## config.mk

```make
export PLATFORM = sky130hd
export DESIGN_NAME = mmio_input_port
export DESIGN_NICKNAME = d
export VERILOG_FILES = /design/src/rtl/mmio_input_port_pkg.sv /design/src/rtl/mmio_input_port_input_debouncer.sv /design/src/rtl/mmio_input_port.sv
export SDC_FILE = /design/constraint.sdc
export NUM_CORES = 1
export LEC_CHECK = 0
export ABC_AREA = 1
export BUFFER_PORTS_ARGS = -buffer_cell sky130_fd_sc_hd__buf_2
export CAP_MARGIN = 25
export CORE_MARGIN = 1
export CORE_UTILIZATION = 40
export CTS_BUF_LIST = sky130_fd_sc_hd__clkbuf_16
export DETAILED_ROUTE_END_ITERATION = 10
export SLEW_MARGIN = 20
export SYNTH_ARGS = -nofsm -noshare
export SYNTH_HDL_FRONTEND = slang
export SYNTH_SLANG_ARGS = --single-unit
```

## constraint.sdc

```tcl
create_clock -name CLK -period 1.7 [get_ports CLK]
set_clock_uncertainty 0.15 [all_clocks]
set_input_delay 0.255 -clock CLK [delete_from_list [all_inputs] [get_ports CLK]]
set_output_delay 0.255 -clock CLK [all_outputs]
set_load 0.02 [all_outputs]
```

## src/rtl/mmio_input_port_pkg.sv

```systemverilog
// Shared definitions for the MMIO debounced input port: register offsets,
// window size and the per-channel edge-select encoding.
package mmio_input_port_pkg;

  localparam int unsigned BUS_W    = 32;
  localparam int unsigned WIN_SIZE = 16;

  localparam logic [3:0] OFF_STATE = 4'h0;
  localparam logic [3:0] OFF_PEND  = 4'h4;
  localparam logic [3:0] OFF_MASK  = 4'h8;
  localparam logic [3:0] OFF_EDGE  = 4'hC;

  typedef enum logic {
    RISE = 1'b0,
    FALL = 1'b1
  } edge_sel_t;

  // True when the prev->cur transition of a stable value matches the selected edge.
  function automatic logic edge_match(input edge_sel_t sel, input logic prev, input logic cur);
    return (sel == RISE) ? (cur & ~prev) : (~cur & prev);
  endfunction

endpackage

```

## src/rtl/mmio_input_port_input_debouncer.sv

```systemverilog
// One channel: 2-flop synchronizer, saturating-free debounce counter and the
// accepted (stable) value.
module input_debouncer #(
  parameter int unsigned DB_CYCLES = 250000
) (
  input  logic clk,
  input  logic rst_n,
  input  logic raw,
  output logic stable
);

  localparam int unsigned        CNT_W    = $clog2(DB_CYCLES);
  localparam logic [CNT_W-1:0]   CNT_LAST = CNT_W'(DB_CYCLES - 1);

  logic [1:0]       sync_q;
  logic [CNT_W-1:0] cnt_q;
  logic             synced;

  assign synced = sync_q[1];

  // Bring the asynchronous input into the clock domain.
  always_ff @(posedge clk or negedge rst_n) begin
    if (!rst_n) begin
      sync_q <= 2'b00;
    end else begin
      sync_q <= {sync_q[0], raw};
    end
  end

  // Count cycles of disagreement; accept the new level once it has persisted
  // DB_CYCLES cycles. The counter clears on the toggle so it never wraps.
  always_ff @(posedge clk or negedge rst_n) begin
    if (!rst_n) begin
      cnt_q  <= '0;
      stable <= 1'b0;
    end else if (synced == stable) begin
      cnt_q <= '0;
    end else if (cnt_q == CNT_LAST) begin
      cnt_q  <= '0;
      stable <= ~stable;
    end else begin
      cnt_q <= cnt_q + CNT_W'(1);
    end
  end

endmodule

```

## src/rtl/mmio_input_port.sv

```systemverilog
// Memory-mapped debounced input port with STATE/PEND/MASK/EDGE registers and
// a level interrupt that follows the OR of pending events.
module mmio_input_port
  import mmio_input_port_pkg::*;
#(
  parameter int unsigned       NUM_CH    = 5,
  parameter int unsigned       DB_CYCLES = 250000,
  parameter logic [BUS_W-1:0]  BASE_ADDR = 32'h110B0000
) (
  input  logic              CLK,
  input  logic              RST_N,
  input  logic [NUM_CH-1:0] BTN_IN,
  input  logic [BUS_W-1:0]  IOBUS_ADDR,
  input  logic [BUS_W-1:0]  IOBUS_OUT,
  input  logic              IOBUS_WR,
  output logic [BUS_W-1:0]  RD_DATA,
  output logic              RD_HIT,
  output logic              INTR
);

  logic [NUM_CH-1:0] state_q;
  logic [NUM_CH-1:0] state_prev_q;
  logic [NUM_CH-1:0] pend_q;
  logic [NUM_CH-1:0] mask_q;
  logic [NUM_CH-1:0] edge_q;
  logic [NUM_CH-1:0] event_c;
  logic [NUM_CH-1:0] wdata;
  logic [NUM_CH-1:0] pend_clr;
  logic              sel_state, sel_pend, sel_mask, sel_edge;

  assign wdata = IOBUS_OUT[NUM_CH-1:0];

  // Upper write-data bits have no storage behind them.
  if (NUM_CH < BUS_W) begin : g_unused_wdata
    logic unused_hi;
    assign unused_hi = ^IOBUS_OUT[BUS_W-1:NUM_CH];
  end

  // Per-channel debouncer and edge-qualified event detect.
  for (genvar i = 0; i < NUM_CH; i++) begin : g_ch
    input_debouncer #(.DB_CYCLES(DB_CYCLES)) u_db (
      .clk    (CLK),
      .rst_n  (RST_N),
      .raw    (BTN_IN[i]),
      .stable (state_q[i])
    );
    assign event_c[i] = edge_match(edge_sel_t'(edge_q[i]), state_prev_q[i], state_q[i]);
  end

  // Exact-match address decode for the four registers.
  always_comb begin
    sel_state = (IOBUS_ADDR == BASE_ADDR + BUS_W'(OFF_STATE));
    sel_pend  = (IOBUS_ADDR == BASE_ADDR + BUS_W'(OFF_PEND));
    sel_mask  = (IOBUS_ADDR == BASE_ADDR + BUS_W'(OFF_MASK));
    sel_edge  = (IOBUS_ADDR == BASE_ADDR + BUS_W'(OFF_EDGE));
    pend_clr  = (IOBUS_WR && sel_pend) ? wdata : '0;
  end

  // Combinational read mux; zero on a miss.
  always_comb begin
    RD_DATA = '0;
    RD_HIT  = sel_state | sel_pend | sel_mask | sel_edge;
    if (sel_state)     RD_DATA = BUS_W'(state_q);
    else if (sel_pend) RD_DATA = BUS_W'(pend_q);
    else if (sel_mask) RD_DATA = BUS_W'(mask_q);
    else if (sel_edge) RD_DATA = BUS_W'(edge_q);
  end

  // Register file, pending events (set beats clear) and registered interrupt.
  always_ff @(posedge CLK or negedge RST_N) begin
    if (!RST_N) begin
      state_prev_q <= '0;
      pend_q       <= '0;
      mask_q       <= '0;
      edge_q       <= '0;
      INTR         <= 1'b0;
    end else begin
      state_prev_q <= state_q;
      pend_q       <= (pend_q & ~pend_clr) | (event_c & mask_q);
      INTR         <= |pend_q;
      if (IOBUS_WR && sel_mask) mask_q <= wdata;
      if (IOBUS_WR && sel_edge) edge_q <= wdata;
    end
  end

endmodule

```

==> results of run 1 <==
==> metrics by stage <==
stage	power (mW)	util (%)
floorplan	3.33	-
global placement	3.48	46.6
detailed placement	3.49	46.6
CTS	7.03	51.4
global route	7.28	55.3
finish	7.00	55.3
==> power by group through the flow <==
stage	combinational (mW)	clock, mW	sequential [mW]
2_1_floorplan	0.207	0	3.12
3_3_place_gp	0.363	0	3.12
3_5_place_dp	0.365	0	3.12
4_1_cts	0.395	3.56	3.07
5_1_grt	0.493	3.71	3.08
6_report	0.438	3.49	3.07
==> final cells by class <==
cell class                 instances  share of cell area, %
sequential                       126                   34.4
multi-input combinational        606                   37.8
timing repair inverter             1                 0.0816
clock buffer                      17                   4.63
timing repair buffer             152                   13.4
tap                              220                   2.99
clock inverter                    12                   1.44
inverter                         127                   5.25
==> cell families after synthesis <==
group	share of synthesized area [%]
simple gates	31.6
xor+xnor	4.61
compound gates	6.22
flops	46.1
other cells	0.0548
fa+ha+maj	0.915
mux	0.165
buf+inv	10.4
==> worst register-to-register path: stages (launching register included) <==
cell	delay, ns
dfrtp_1	0.37
ha_2	0.19
nand2_2	0.07
nor2_4	0.19
nand4_4	0.15
nor2_4	0.18
nand2_2	0.09
nor2_1	0.09
o21ai_0	0.08
nor2_1	0.09
==> sequential cells by signal, indices dropped and copies added, names as in the netlist <==
signal            count
edge_q                5
g_ch.u_db.cnt_q      90
mask_q                5
g_ch.u_db.stable      5
INTR                  1
g_ch.u_db.sync_q     10
state_prev_q          5
pend_q                5
==> layer usage <==
metal  track usage [%]  part of all wire [%]
met5                 0                     0
met4              6.64                   1.3
met3              4.10                   4.3
met2              27.9                    48
met1              23.9                    46
==> worst paths after layout <==
kind / cells after the start / slack, ns / endpoint / start
worst max-delay path: 11 / -0.19 / RD_DATA[0] / IOBUS_ADDR[27]
worst min-delay path: 4 / 0.07 / pend_q[1] / IOBUS_WR
worst max register to register: 9 / -0.01 / g_ch[4].u_db.cnt_q[14] / g_ch[4].u_db.cnt_q[0]
worst min register to register: 0 / 0.20 / g_ch[0].u_db.sync_q[1] / g_ch[0].u_db.sync_q[0]
max in group asynchronous: 3 / 0.68 / g_ch[3].u_db.cnt_q[2] / RST_N
min in group asynchronous: 2 / 0.15 / g_ch[3].u_db.cnt_q[12] / RST_N
==> timing repair <==
| action | 4_1_cts | 5_1_grt |
|---|---|---|
| cloned | 0 | 1 |
| pin swaps | 13 | 71 |
| endpoints found under the setup margin | 13 | 53 |
| gates resized for setup | 32 | 122 |
| hold endpoints to repair | 143 | 0 |
| setup buffers | 4 | 26 |
| hold buffers | 11 | 0 |
==> cells in the final DEF (no fill, tap or decap), types with 5 or more instances in the layout <==
| cell | n |
|---|---|
| a21oi_1 | 31 |
| nor3b_1 | 6 |
| nand2_2 | 33 |
| buf_2 | 33 |
| o211ai_1 | 5 |
| dfrtp_1 | 121 |
| o21ai_0 | 26 |
| conb_1 | 27 |
| xnor2_1 | 8 |
| inv_2 | 13 |
| nor3_2 | 9 |
| nand2_1 | 142 |
| nor3_1 | 19 |
| buf_6 | 26 |
| nand3b_1 | 9 |
| dfrtp_2 | 5 |
| nand4_1 | 22 |
| xor2_1 | 28 |
| nor2_2 | 13 |
| nand3_2 | 17 |
| clkbuf_16 | 17 |
| nor2_1 | 108 |
| buf_4 | 78 |
| inv_1 | 115 |
| nand3_1 | 36 |
| nor2_4 | 17 |
| dlygate4sd3_1 | 11 |
==> flow_summary.json, run 1 <==
{
  "outcome": "finished with violations",
  "violations": "setup timing",
  "drive_gt1_share_pct": 29.1,
  "core_mm2": 0.0166,
  "die_h_um": 133,
  "start_util_pct": 41.1,
  "period_minus_slack_ns": 1.89,
  "dp.cells": 1191,
  "place_area_mm2": 0.00775,
  "path_cells": "buf_2 -> nor2_1 -> nand2_1 -> nor2_2 -> nand3b_1 -> nor2_4 -> and2_4 -> buf_6 -> nand2_2 -> nand2_2 -> buf_6",
  "slew_viol_final": 0,
  "leakagePower_nw": 4.34,
  "register_area_mm2": 0.00316,
  "overflow": 0,
  "synth-seq-cells": 126,
  "die_w_um": 133,
  "min_path_type": "input pin to flip-flop",
  "synthMostInstantiatedCell": "nand2_1",
  "hpwl_um": 10800,
  "clkPwrFrac_pct": 49.8,
  "synth_largest_area_cell": "dfrtp_1",
  "clk_pin_slew_worst_paths_ns": 0.05,
  "fmax_mhz": 528,
  "synth_top_cell_area_share_pct": 46.1,
  "initialDrtViolationCount": 276,
  "synthCells": 865,
  "yosys-top-cells-count": "nand2_1 (175), dfrtp_1 (126), inv_1 (123)",
  "antenna_found_initial": 0,
  "io_buffers": 51,
  "num-fill-cells": 1511,
  "ys_seq_area_share_pct": 46.1,
  "numClockSinks": 126,
  "hold_violations": 0,
  "clk_latency_ns": 0.42,
  "areaGrowthSynthToFinish_pct": 34.4,
  "multi_input_area_mm2": 0.00348,
  "drt_pass1_iterations": 5,
  "start_kind": "input pin",
  "cts_max_level": 4,
  "yosys-top-cells-area": "dfrtp_1 (46%), nand2_1 (9.6%), inv_1 (6.7%)",
  "cts_tree": "yes",
  "path_class": "input pin to primary output",
  "yosysWarnings": 0,
  "setup_viol": 7,
  "hold_ws_ns": 0.0722,
  "min_period_over_period_pct": 111,
  "dr_total_vias": 5958,
  "seqPwrFrac_pct": 43.9,
  "path_buf_inv": 3,
  "final_cell_area_mm2": 0.00920,
  "pre_cts_slack_ns": -0.318,
  "grt_use_total_pct": 17.8,
  "grt_max_degree": 37,
  "drt-vias-per-instance": 4.72,
  "fin_cells": 1261,
  "postRouteWirelength_um": 15500,
  "endpoint_kind": "primary output",
  "dieArea_mm2": 0.0176,
  "final_nets": 1108,
  "intPower_mw": 5.46,
  "syn_avg_cell_area_um2": 7.91,
  "rsz0062_at_grt": "yes",
  "max-cap-violations": 0,
  "worst_slack_ns": -0.192,
  "ir_worst_vdd_uv": 667,
  "syn_area_mm2": 0.00684,
  "pwr-share-comb_pct": 6.3,
  "ios": 106,
  "grt_first_pass_wirelength_um": 24900,
  "ys_types": 38,
  "rows": 47,
  "ys_async_sr_fraction_pct": 100,
  "gp_congestion": 0.847,
  "p_per_area_mw_per_mm2": 761,
  "root_buffer": "clkbuf_16",
  "clock_path_buffers": 2,
  "fin_tns_setup_ns": -1.04,
  "p_switching_mw": 1.54,
  "critPathRequiredTime_ns": 1.29,
  "synth_edf_count": 0,
  "grt_pass1_vias": 5416,
  "critical-path-max-stage-delay_ns": 0.18,
  "synth_flop_cell": "dfrtp_1",
  "swShare_pct": 22.0,
  "drtAntennaViolNets": 0,
  "crit_family": "simple AND/OR/NAND/NOR gates",
  "critPathSlowestCell": "and2_4",
  "antennaDiodeCount": 0,
  "wl_per_cell_um": 12.3,
  "drc_errors": 0,
  "cp.arrival_ns": 1.49,
  "worstPathMaxFanout": 4,
  "numCtsBuffers": 17
}
No activity file was read; power rests on OpenSTA's default activity.
==> run 2, diff against run 1 <==
--- a/config.mk
+++ b/config.mk
@@ -5,13 +5,13 @@
 export SDC_FILE = /design/constraint.sdc
 export NUM_CORES = 1
 export LEC_CHECK = 0
-export ABC_AREA = 1
 export BUFFER_PORTS_ARGS = -buffer_cell sky130_fd_sc_hd__buf_2
 export CAP_MARGIN = 25
 export CORE_MARGIN = 1
 export CORE_UTILIZATION = 40
 export CTS_BUF_LIST = sky130_fd_sc_hd__clkbuf_16
 export DETAILED_ROUTE_END_ITERATION = 10
+export SKIP_CTS_REPAIR_TIMING = 1
 export SLEW_MARGIN = 20
 export SYNTH_ARGS = -nofsm -noshare
 export SYNTH_HDL_FRONTEND = slang
==> run 2 against run 1 <==
  * The flow still finishes with violations (setup timing)
  * Fmax is 13% lower
  * Area after synthesis fell by 8.1%
  * Via count is 9.7% lower
  * Setup slack got worse by 0.29 ns
  * Global-route usage grew 1.4 points
  * Critical path depth shrank 4
==> flow_summary.json, run 2 <==
{
  "largest-register": "g_ch.u_db.cnt_q",
  "start_util_pct": 41.2,
  "numCtsBuffers": 17,
  "areaGrowthSynthToFinish_pct": 50.6,
  "drc_errors": 0,
  "endpoint_kind": "primary output",
  "numClockSinks": 126,
  "violations": "setup timing",
  "max-cap-violations": 0,
  "synthMostInstantiatedCell": "dfrtp_1",
  "overflow": 0,
  "synth_edf_count": 0,
  "p_per_area_mw_per_mm2": 790,
  "setup_viol": 113,
  "outcome": "finished with violations",
  "grt_use_total_pct": 19.2,
  "synthCells": 607,
  "critical-path-max-stage-delay_ns": 0.54,
  "timing.rr.end": "g_ch[3].u_db.cnt_q[16]",
  "drt_pass1_iterations": 4,
  "path_cells": "buf_2 -> or4b_4 -> nor4_4 -> nand2_1 -> buf_6 -> nor2b_4 -> buf_6",
  "r2r-start": "g_ch[3].u_db.cnt_q[10]",
  "largest_reg_flops": 90,
  "worst_slack_ns": -0.486,
  "period_minus_slack_ns": 2.19,
  "core_mm2": 0.0153,
  "fmax_mhz": 457,
  "rsz0062_at_grt": "yes",
  "cts_max_level": 4,
  "top_regs": "g_ch.u_db.cnt_q: 90 flops, g_ch.u_db.sync_q: 10 flops",
  "io_buffers": 51,
  "synth_flop_cell": "dfrtp_1",
  "final_common_cell": "buf_4",
  "start_kind": "input pin",
  "crit_end": "RD_DATA[3]",
  "synth_top_cell_area_share_pct": 50.2,
  "path_class": "input pin to primary output",
  "cts_tree": "yes",
  "syn_avg_cell_area_um2": 10.4,
  "hpwl_um": 10600,
  "ir_worst_vdd_uv": 904,
  "fin_tns_setup_ns": -11.96,
  "dieArea_mm2": 0.0162,
  "final_cell_mix": "buf_4 (130), dfrtp_1 (125), nand2_1 (42)",
  "syn_area_mm2": 0.00629,
  "dr_total_vias": 5378,
  "cp-startpoint": "IOBUS_ADDR[21]",
  "path_common_cell": "buf_6",
  "drtAntennaViolNets": 0,
  "yosys-top-cells-area": "dfrtp_1 (50%), xor2_1 (5.0%), nor2_1 (4.5%)",
  "die_h_um": 127,
  "ys_async_sr_fraction_pct": 100,
  "clk_pin_slew_worst_paths_ns": 0.06,
  "gp_congestion": 0.842,
  "leakagePower_nw": 4.20,
  "clock_path_buffers": 2,
  "synth-seq-cells": 126,
  "root_buffer": "clkbuf_16",
  "pre_cts_slack_ns": -0.610,
  "ys_seq_area_share_pct": 50.2,
  "rrSetupSlack_ns": -0.26,
  "yosysWarnings": 0,
  "initialDrtViolationCount": 255,
  "yosys-top-cells-count": "dfrtp_1 (126), nor2_1 (75), nand2_1 (45)",
  "num-fill-cells": 1215,
  "ys_types": 47,
  "rows": 45,
  "critPathRequiredTime_ns": 1.29,
  "antennaDiodeCount": 0,
  "min_period_over_period_pct": 129,
  "drt-vias-per-instance": 5.13,
  "hold_violations": 0,
  "wl_per_cell_um": 15.1,
  "antenna_found_initial": 0,
  "postRouteWirelength_um": 15900,
  "cp.arrival_ns": 1.78,
  "grt_max_degree": 78,
  "place_area_mm2": 0.00786,
  "synth_largest_area_cell": "dfrtp_1",
  "ios": 106,
  "final_cell_area_mm2": 0.00947,
  "grt_first_pass_wirelength_um": 24600,
  "slew_viol_final": 0,
  "final_nets": 902,
  "worstPathMaxFanout": 3,
  "clk_latency_ns": 0.42,
  "die_w_um": 127,
  "critPathSlowestCell": "or4b_4",
  "min_path_type": "input pin to asynchronous set/reset pin",
  "hold_ws_ns": 0.0783,
  "reg2reg_depth": 5,
  "drive_gt1_share_pct": 46.4,
  "grt_pass1_vias": 5366
}
## run 2: changes by cell type in the layout (fill, tap and decap cells not counted), sizes merged, moves of 12 or more
cell   change
buf       +60
inv      -114
mux2      +14
nand2    -134
nand3     -24
nor2      -63
nor3      -24
nor4      +15
o21ai     -16
o31ai     +12
or4       +15
xnor2     +17
## run 2: through the flow
stage	util, %	power (mW)	std cells
CTS	55.6	7.43	1011
finish	62.1	7.48	1049
global placement	51.5	3.51	979
detailed placement	51.5	3.53	979
floorplan	-	3.37	633
global route	62.1	7.72	1049
## run 2: worst min-delay path by stage
stage                     start                endpoint  slack (ns)  cells after the start
after floorplan           RST_N                    INTR       -0.19                      0
after global placement    RST_N   g_ch[3].u_db.cnt_q[9]       -0.04                      1
after detailed placement  RST_N   g_ch[3].u_db.cnt_q[9]       -0.03                      1
after CTS                 RST_N  g_ch[3].u_db.cnt_q[11]       -0.48                      1
after global routing      RST_N   g_ch[3].u_db.cnt_q[9]        0.09                      2
final                     RST_N   g_ch[3].u_db.cnt_q[9]        0.08                      2
## run 2: cell type report
cell class | instances | area, µm² | share of cell area [%]
Timing Repair Buffer | 212 | 1650 | 17.4
Clock inverter | 15 | 203 | 2.14
Sequential cell | 126 | 3150 | 33.3
Clock buffer | 17 | 425 | 4.49
Tap cell | 211 | 264 | 2.79
Multi-Input combinational cell | 455 | 3730 | 39.4
Inverter | 13 | 48.8 | 0.515
## run 2: logic make-up (layout without fill, tap and decap cells)
group	Yosys count	after routing	share of synthesized area (%)
AOI/OAI and AO/OA	62	62	6.77
xor gates and xnor gates	61	61	8.50
muxes	20	20	4.48
adders and majority gates	5	5	0.995
DFF	126	126	50.2
buffers and inverters	52	257	4.76
and+or+nand+nor	280	280	24.3
other	1	27	0.0597
## run 2: per-layer routing
metal  vias up  track usage [%]  share of wire (%)
li1       2579                -                  -
met1      2677             22.8                 42
met2        90             32.9                 52
met3        32             4.94                2.8
met4         0             8.12                2.7
met5         -                0                  0
## run 2: critical path: cells and delay by family
kind | cells | cell delay (ns)
and+or+nand+nor | 4 | 1.13
buffers and inverters | 3 | 0.38
## run 2: where the power goes
group / internal (mW) / total, mW / switching [mW]
registers: 3.04 / 3.08 / 0.0351
clock network: 2.57 / 3.89 / 1.33
logic: 0.214 / 0.507 / 0.293
==> run 3, diff against run 2 <==
--- a/config.mk
+++ b/config.mk
@@ -9,8 +9,8 @@
 export CAP_MARGIN = 25
 export CORE_MARGIN = 1
 export CORE_UTILIZATION = 40
-export CTS_BUF_LIST = sky130_fd_sc_hd__clkbuf_16
 export DETAILED_ROUTE_END_ITERATION = 10
+export HOLD_SLACK_MARGIN = 0.12
 export SKIP_CTS_REPAIR_TIMING = 1
 export SLEW_MARGIN = 20
 export SYNTH_ARGS = -nofsm -noshare
==> run 3 against run 2 <==
  * Global-route usage about the same
  * Hold slack improved by 0.061 ns
  * Utilization is 0.44 points higher
  * Die area unchanged
  * Total power grew 2.1%
  * Highest routed layer unchanged
  * First-iteration DRC count fell by 5.9%
  * Setup slack got worse by 0.0020 ns
  * Via count grew 0.50%
  * Flip-flop and latch count did not move
  * Cell count grew 0.19%
  * The run still ends with setup timing left
  * Clock power up 4%
==> flow_summary.json, run 3 (same netlist as run 2, synthesis figures left out) <==
{
  "register_area_mm2": 0.00315,
  "drt_pass1_iterations": 4,
  "root_buffer": "clkbuf_16",
  "postLayoutCoreUtil_pct": 62.5,
  "die_h_um": 127,
  "worst_slack_ns": -0.488,
  "numClockSinks": 126,
  "antennaDiodeCount": 0,
  "top_regs": "g_ch.u_db.cnt_q: 90 flops, g_ch.u_db.sync_q: 10 flops",
  "wl_per_cell_um": 15.2,
  "grt_max_degree": 78,
  "final_nets": 904,
  "max-cap-violations": 0,
  "rsz0062_at_grt": "yes",
  "critPathRequiredTime_ns": 1.29,
  "setup_viol": 113,
  "critPathSlowestCell": "or4b_4",
  "multi_input_area_mm2": 0.00373,
  "final_cell_area_mm2": 0.00954,
  "dieArea_mm2": 0.0162,
  "clk_latency_ns": 0.42,
  "grt_first_pass_wirelength_um": 24600,
  "pre_cts_slack_ns": -0.610,
  "largest-register": "g_ch.u_db.cnt_q",
  "drtAntennaViolNets": 0,
  "hold_violations": 0,
  "core_mm2": 0.0153,
  "min_period_over_period_pct": 129,
  "clock_path_buffers": 2,
  "endpoint_kind": "primary output",
  "critical-path-max-stage-delay_ns": 0.54,
  "worstPathMaxFanout": 3,
  "rows": 45,
  "start_util_pct": 41.2,
  "path_cells": "buf_2 -> or4b_4 -> nor4_4 -> nand2_1 -> buf_6 -> nor2b_4 -> buf_6",
  "cts_max_level": 4,
  "drc_errors": 0,
  "path_class": "input pin to primary output",
  "final_common_cell": "buf_4",
  "num-fill-cells": 1206,
  "drt-vias-per-instance": 5.14,
  "dr_total_vias": 5405,
  "p_per_area_mw_per_mm2": 800,
  "ios": 106,
  "overflow": 0,
  "areaGrowthSynthToFinish_pct": 51.7,
  "period_minus_slack_ns": 2.19,
  "dp.cells": 979,
  "cp.arrival_ns": 1.78,
  "fmax_mhz": 457,
  "start_kind": "input pin",
  "gp_congestion": 0.842,
  "fin_cells": 1051,
  "grt_pass1_vias": 5341,
  "place_area_mm2": 0.00786,
  "min_path_type": "input pin to flip-flop",
  "initialDrtViolationCount": 240,
  "cts_tree": "yes",
  "die_w_um": 127,
  "leakagePower_nw": 4.24,
  "path_common_cell": "buf_6",
  "outcome": "finished with violations",
  "violations": "setup timing",
  "grt_use_total_pct": 19.2,
  "final_cell_mix": "buf_4 (130), dfrtp_1 (125), nand2_1 (42)",
  "hpwl_um": 10600,
  "io_buffers": 51,
  "postRouteWirelength_um": 16000,
  "slew_viol_final": 0,
  "antenna_found_initial": 0,
  "clk_pin_slew_worst_paths_ns": 0.06,
  "ir_worst_vdd_uv": 919,
  "numCtsBuffers": 17,
  "largest_reg_flops": 90,
  "drive_gt1_share_pct": 46.8
}
## run 3: cell types whose count changed in the layout (fill, tap and decap cells not counted), sizes merged
cell / change
inv: -2
buf: +1
clkbuf: +5
dlygate4sd3: +1
clkinv: -3
## run 3: area by class of cell
| class | instances | share of cell area [%] |
|---|---|---|
| multi-input combinational | 455 | 39.1 |
| sequential | 126 | 33.1 |
| timing repair buffer | 214 | 17.6 |
| clock buffer | 22 | 4.97 |
| tap | 211 | 2.77 |
| clock inverter | 10 | 1.93 |
| inverter | 13 | 0.512 |
## run 3: worst max-delay path, delay by kind of cell
kind          cells  cell delay (ns)
simple gates      4             1.14
buf+inv           3             0.39
## run 3: power by group
part	switching (mW)	internal [mW]	leakage [nW]
combinational	0.293	0.220	2.20
clock	1.32	2.71	0.316
sequential	0.0352	3.04	1.72
## run 3: metal layers
| layer | wire length (µm) | GRT usage (%) | vias to the layer above |
|---|---|---|---|
| met5 | 0 | 0 | - |
| met4 | 405 | 7.28 | 0 |
| met2 | 8410 | 33.0 | 110 |
| met1 | 6620 | 22.8 | 2681 |
| li1 | - | - | 2585 |
| met3 | 544 | 5.23 | 29 |
## run 3: final timing paths
kind / cells after the start / to / startpoint / slack [ns]
setup / recovery: 7 / RD_DATA[3] / IOBUS_ADDR[21] / -0.49
hold / removal: 3 / mask_q[1] / IOBUS_WR / 0.14
setup reg to reg: 5 / g_ch[3].u_db.cnt_q[16] / g_ch[3].u_db.cnt_q[10] / -0.26
hold reg to reg: 0 / g_ch[4].u_db.sync_q[1] / g_ch[4].u_db.sync_q[0] / 0.20
max in group asynchronous: 3 / g_ch[3].u_db.cnt_q[5] / RST_N / 0.32
min in group asynchronous: 3 / g_ch[3].u_db.cnt_q[15] / RST_N / 0.21
## run 3: through the flow
| step | setup TNS [ns] | hold WS, ns | total power, mW |
|---|---|---|---|
| detailed placement | -13.79 | -0.0329 | 3.53 |
| finish | -13.04 | 0.139 | 7.63 |
| global route | -21.36 | 0.129 | 7.87 |
| global placement | -11.27 | -0.0360 | 3.51 |
| CTS | -8.63 | -0.479 | 7.58 |
| floorplan | -8.20 | -0.191 | 3.37 |
